$ cat src/rtl/dmem_arbiter.sv
// Two-master arbiter for the single data-memory port: latch, issue for one cycle, acknowledge.
// Load data is captured at the end of the access and presented registered one cycle later.
module dmem_arbiter #(
   parameter int unsigned ADDR_W = 32,
   parameter int unsigned DATA_W = 32,
   parameter bit          RR_EN  = 1'b1
) (
   input  logic              clk,
   input  logic              reset,
   input  logic              m0_req,
   input  logic              m0_we,
   input  logic [ADDR_W-1:0] m0_addr,
   input  logic [DATA_W-1:0] m0_wdata,
   input  logic [2:0]        m0_s_type,
   input  logic [2:0]        m0_l_type,
   output logic              m0_gnt,
   output logic              m0_rvalid,
   output logic [DATA_W-1:0] m0_rdata,
   input  logic              m1_req,
   input  logic              m1_we,
   input  logic [ADDR_W-1:0] m1_addr,
   input  logic [DATA_W-1:0] m1_wdata,
   input  logic [2:0]        m1_s_type,
   input  logic [2:0]        m1_l_type,
   output logic              m1_gnt,
   output logic              m1_rvalid,
   output logic [DATA_W-1:0] m1_rdata,
   output logic              mem_write_en,
   output logic [ADDR_W-1:0] mem_addr,
   output logic [DATA_W-1:0] mem_wdata,
   output logic [2:0]        s_type,
   output logic [2:0]        l_type,
   input  logic [DATA_W-1:0] mem_rdata
);

   typedef enum logic {ARB, ACCESS} state_t;

   state_t              state, state_nx;
   logic                last_served, last_served_nx;
   logic                owner, owner_nx;
   logic                pick_m1_c;
   logic                m0_gnt_nx, m1_gnt_nx, m0_rvalid_nx, m1_rvalid_nx;
   logic [DATA_W-1:0]   m0_rdata_nx, m1_rdata_nx;
   logic                mem_write_en_nx;
   logic [ADDR_W-1:0]   mem_addr_nx;
   logic [DATA_W-1:0]   mem_wdata_nx;
   logic [2:0]          s_type_nx, l_type_nx;

   // m1 wins when alone, or on a tie when rotating and m0 was served last
   assign pick_m1_c = m1_req && (!m0_req || (RR_EN && (last_served == 1'b0)));

   always_comb begin
      state_nx        = state;
      last_served_nx  = last_served;
      owner_nx        = owner;
      m0_gnt_nx       = 1'b0;
      m1_gnt_nx       = 1'b0;
      m0_rvalid_nx    = 1'b0;
      m1_rvalid_nx    = 1'b0;
      m0_rdata_nx     = m0_rdata;
      m1_rdata_nx     = m1_rdata;
      mem_write_en_nx = 1'b0;
      mem_addr_nx     = '0;
      mem_wdata_nx    = '0;
      s_type_nx       = '0;
      l_type_nx       = '0;
      case (state)
         ARB: begin
            if (m0_req || m1_req) begin
               state_nx        = ACCESS;
               owner_nx        = pick_m1_c;
               m0_gnt_nx       = !pick_m1_c;
               m1_gnt_nx       = pick_m1_c;
               mem_write_en_nx = pick_m1_c ? m1_we     : m0_we;
               mem_addr_nx     = pick_m1_c ? m1_addr   : m0_addr;
               mem_wdata_nx    = pick_m1_c ? m1_wdata  : m0_wdata;
               s_type_nx       = pick_m1_c ? m1_s_type : m0_s_type;
               l_type_nx       = pick_m1_c ? m1_l_type : m0_l_type;
            end
         end
         ACCESS: begin
            state_nx       = ARB;
            last_served_nx = owner;
            if (!mem_write_en) begin
               if (owner) begin
                  m1_rdata_nx  = mem_rdata;
                  m1_rvalid_nx = 1'b1;
               end else begin
                  m0_rdata_nx  = mem_rdata;
                  m0_rvalid_nx = 1'b1;
               end
            end
         end
         default: state_nx = ARB;
      endcase
   end

   // mem_* registers double as the request registers; they read zero outside ACCESS
   always_ff @(posedge clk or negedge reset) begin
      if (!reset) begin
         state        <= ARB;
         last_served  <= 1'b1;
         owner        <= 1'b0;
         m0_gnt       <= 1'b0;
         m1_gnt       <= 1'b0;
         m0_rvalid    <= 1'b0;
         m1_rvalid    <= 1'b0;
         m0_rdata     <= '0;
         m1_rdata     <= '0;
         mem_write_en <= 1'b0;
         mem_addr     <= '0;
         mem_wdata    <= '0;
         s_type       <= '0;
         l_type       <= '0;
      end else begin
         state        <= state_nx;
         last_served  <= last_served_nx;
         owner        <= owner_nx;
         m0_gnt       <= m0_gnt_nx;
         m1_gnt       <= m1_gnt_nx;
         m0_rvalid    <= m0_rvalid_nx;
         m1_rvalid    <= m1_rvalid_nx;
         m0_rdata     <= m0_rdata_nx;
         m1_rdata     <= m1_rdata_nx;
         mem_write_en <= mem_write_en_nx;
         mem_addr     <= mem_addr_nx;
         mem_wdata    <= mem_wdata_nx;
         s_type       <= s_type_nx;
         l_type       <= l_type_nx;
      end
   end

endmodule

$ cat config.mk
export PLATFORM = sky130hd
export DESIGN_NAME = dmem_arbiter
export DESIGN_NICKNAME = d
export VERILOG_FILES = /design/src/rtl/dmem_arbiter.sv
export SDC_FILE = /design/constraint.sdc
export NUM_CORES = 1
export LEC_CHECK = 0
export ABC_AREA = 1
export CAP_MARGIN = 20
export CORE_MARGIN = 10
export CORE_UTILIZATION = 30
export DETAILED_ROUTE_END_ITERATION = 7
export GPL_ROUTABILITY_DRIVEN = 0
export PLACE_DENSITY = 0.66
export SLEW_MARGIN = 20
export SYNTH_ARGS = -nofsm -noshare
export SYNTH_HDL_FRONTEND = slang
export SYNTH_SLANG_ARGS = --single-unit
$ cat constraint.sdc
create_clock -name clk -period 1.6 [get_ports clk]
set_input_delay 0.16 -clock clk [delete_from_list [all_inputs] [get_ports clk]]
set_output_delay 0.16 -clock clk [all_outputs]
set_load 0.01 [all_outputs]
==> results.md <==
### Outcome
• status: complete, no violations

### Clock network
• number of gates resized after CTS: 0
• CTS H-Tree Depth: 4
• clock network latency to the later pin of the worst-skew pair: 0.41 ns
• number of buffers on the longest clock path: 2
• clock slew seen by the registers of the worst setup and hold paths: 0.06 ns
• Clock Sink Count: 142
• clock tree from TritonCTS: built
• clock buffer count from CTS: 17
• cell at the root of the clock tree: clkbuf_16

### Routing
• via count normalized by instance count: 4.39
• DRC marker count from the first detailed-route iteration: 262
• antenna-violating nets left: 0
• drt pass-1 iters: 6
• DRC: 0
• vias post-DR: 5786
• average wire per standard cell: 16.3 um
• detailed-route wire length: 21500 um

### Power
• largest vdd supply drop: 0.609 mV
• power density over the cells: 1340 nW/um^2
• leakage power of the design: 4.96 nW

### Logic synthesis
• number of nets produced by synthesis: 906
• share of the synthesized area in the top cell type: 55.8%
• Syn Std Cell Area: 6320 um^2
• count of mapped cells out of synthesis: 728
• top cell type by total area after synthesis: dfrtp_1
• cells taking the most area after synthesis: dfrtp_1 (56%), nand2_1 (8.3%), inv_1 (6.5%)
• combinational family with the most area after synthesis: simple AND/OR/NAND/NOR gates
• most used standard cells in the synthesized netlist: dfrtp_1 (141), nand2_1 (139), inv_1 (109)
• most common cell in the synthesized netlist: dfrtp_1
• number of flops mapped to enable cells by yosys: 0
• sequential fraction of the synthesis area: 56.2%
• number of warning messages in the yosys log: 0
• flip-flop and latch count after synthesis: 142
• post-synthesis async set-or-reset flop share: 100%
• ys flop type: dfrtp_1
• distinct cell type count after synthesis: 18
• XOR/XNOR Fraction of Synth Area: 0%
• post-synthesis mux area share: 0%
• post-synthesis average cell area: 8.69 um^2
• Simple-Gate Fraction of Synth Area: 18.8%
• post-synthesis adder-cell area fraction: 0%
• compound-gate portion of the synthesized area: 13.2%

### Critical path
• Worst path top cell family by delay: buffers and inverters
• crit-path max cell delay: 0.59 ns
• Buf/Inv on CP: 1
• largest fanout on the critical path: 1
• number of logic stages on the critical path including buffering: 1
• data required time at the worst endpoint: 1.44 ns
• start-to-end type of the worst setup path: flip-flop to output pin
• slowest cell on the critical path: clkdlybuf4s50_1
• startpoint type of the worst setup path: flip-flop
• critical-path cell list: clkdlybuf4s50_1
• Data arrival, critical path: 1.37 ns
• number of cells on the worst reg-to-reg path: 5
• critical path endpoint category: output pin

### STA
• setup repair after global routing missed its margin: no
• Fmax: 652 MHz
• Worst Clk Skew: 0.00899 ns
• shortest clock period the worst path allows after layout: 1.53 ns
• Total Negative Setup Slacks: 0 ns
• share of the clock period used by the worst path after layout: 95.8%
• number of pins exceeding their max-slew limit in the final report: 0
• hold violation total from the final report: 0
• actual slew at the worst max-slew pin: 0.389 ns
• worst hold slack: 0.0911 ns
• worst rel slew slack: 74.1%
• final number of setup-violating endpoints: 0

### Place
• detailed placement HPWL: 16400 um
• port bufs: 316

### Floorplan
• die height: 165 um
• Std-Cell Core Area: 20900 um^2
• full die area: 27300 um^2
• IO Count: 317
• die span in x: 165 um
• starting density of the core: 30.3%
• number of placement rows: 53

### Global routing
• initial antenna violation count: 1
• All-Layer GR Usage: 15.1%
• maximum number of pins on one net before global-route repair: 72
• via count of the first global-routing pass: 5781
• global route total overflow: 0
• global-route wire length before repair: 32200 um

### Finish
• post-layout utilization of the core: 49.6%
• NumNets Final: 1209
• layout-stage area growth over the synthesis result: 63.9%
• Layout fillers: 2015
• Register Area: 3550 um^2
• combined area of the multi-input logic cells: 2030 um^2
• ratio of cells with drive above 1 in the final layout: 9.11%

### Run
• number of max-cap violations: 0

### Min path
• type of the worst min-delay path: primary input to flip-flop
• number of cells traversed by the worst hold path: 3

-- repair_timing --
action,in CTS,in global routing
hold endpoints to repair,36,0
hold buffers,1,0
setup buffers,0,0
-- cell families (layout without fill, tap and decap cells) --
group | after synthesis | in the layout
and+or+nand+nor | 287 | 287
buffers and inverters | 161 | 476
DFF | 142 | 142
AOI/OAI and AO/OA | 138 | 138
other | 0 | 1
-- per-stage QoR --
stage | setup slack, ns | power [mW] | instances | area [um^2]
floorplan | 0.382 | 7.04 | 728 | 6320
detailed placement | 0.128 | 9.93 | 1286 | 9740
finish | 0.0674 | 13.9 | 1319 | 10400
CTS | 0.0406 | 14.1 | 1318 | 10400
global route | 0.00770 | 14.7 | 1318 | 10400
global placement | 0.155 | 9.85 | 1286 | 9740
-- area by class of cell --
| cell class | instances | area share (%) |
|---|---|---|
| flip-flops and latches | 142 | 34.3 |
| repair buffers | 336 | 33.0 |
| multi-input cells | 425 | 19.6 |
| clock buffers | 19 | 4.27 |
| inverters | 109 | 3.95 |
| well taps | 275 | 3.32 |
| clock inverters | 12 | 1.57 |
| diodes | 1 | 0.0242 |
-- registers in the layout, summed over array words and instances, names as in the netlist --
| name | cells |
|---|---|
| m0_gnt | 1 |
| m1_rdata | 32 |
| m0_rvalid | 1 |
| l_type | 3 |
| mem_addr | 32 |
| m1_rvalid | 1 |
| m1_gnt | 1 |
| owner | 1 |
| mem_write_en | 1 |
| mem_wdata | 32 |
| last_served | 1 |
| m0_rdata | 32 |
| s_type | 3 |
| state | 1 |
-- worst paths after layout --
path,startpoint,end,slack [ns]
worst max-delay path,mem_wdata[6],mem_wdata[6],0.07
worst min register to register,m1_rdata[8],m1_rdata[8],0.48
worst min-delay path,m1_req,mem_wdata[16],0.09
max in group asynchronous,reset,last_served,0.76
min in group asynchronous,reset,m1_rdata[0],0.22
worst max register to register,last_served,mem_wdata[8],0.35
-- per-layer routing --
layer  vias up  track usage [%]  wire length, um
met5         -                0                0
met4         0             5.43              458
met3        26             8.08             2980
met2       254             24.0             9740
met1      2626             17.0             8340
li1       2880                -                -
-- power by group --
group | internal [mW] | switching, mW
clock | 2.50 | 1.58
sequential | 4.53 | 0.461
combinational | 2.61 | 2.20
total | 9.64 | 4.25
-- cell usage in the layout (no fill, tap or decap), drive strengths merged --
master	count
a21oi	72
o21ai	66
inv	110
nand3	73
clkinvlp	2
clkinv	6
nor2	74
diode	1
dlygate4sd3	1
bufinv	3
clkbuf	19
buf	21
nand2	140
clkdlybuf4s50	314
dfrtp	141
dfstp	1
Note: power is estimated with default switching activity, not from simulation.
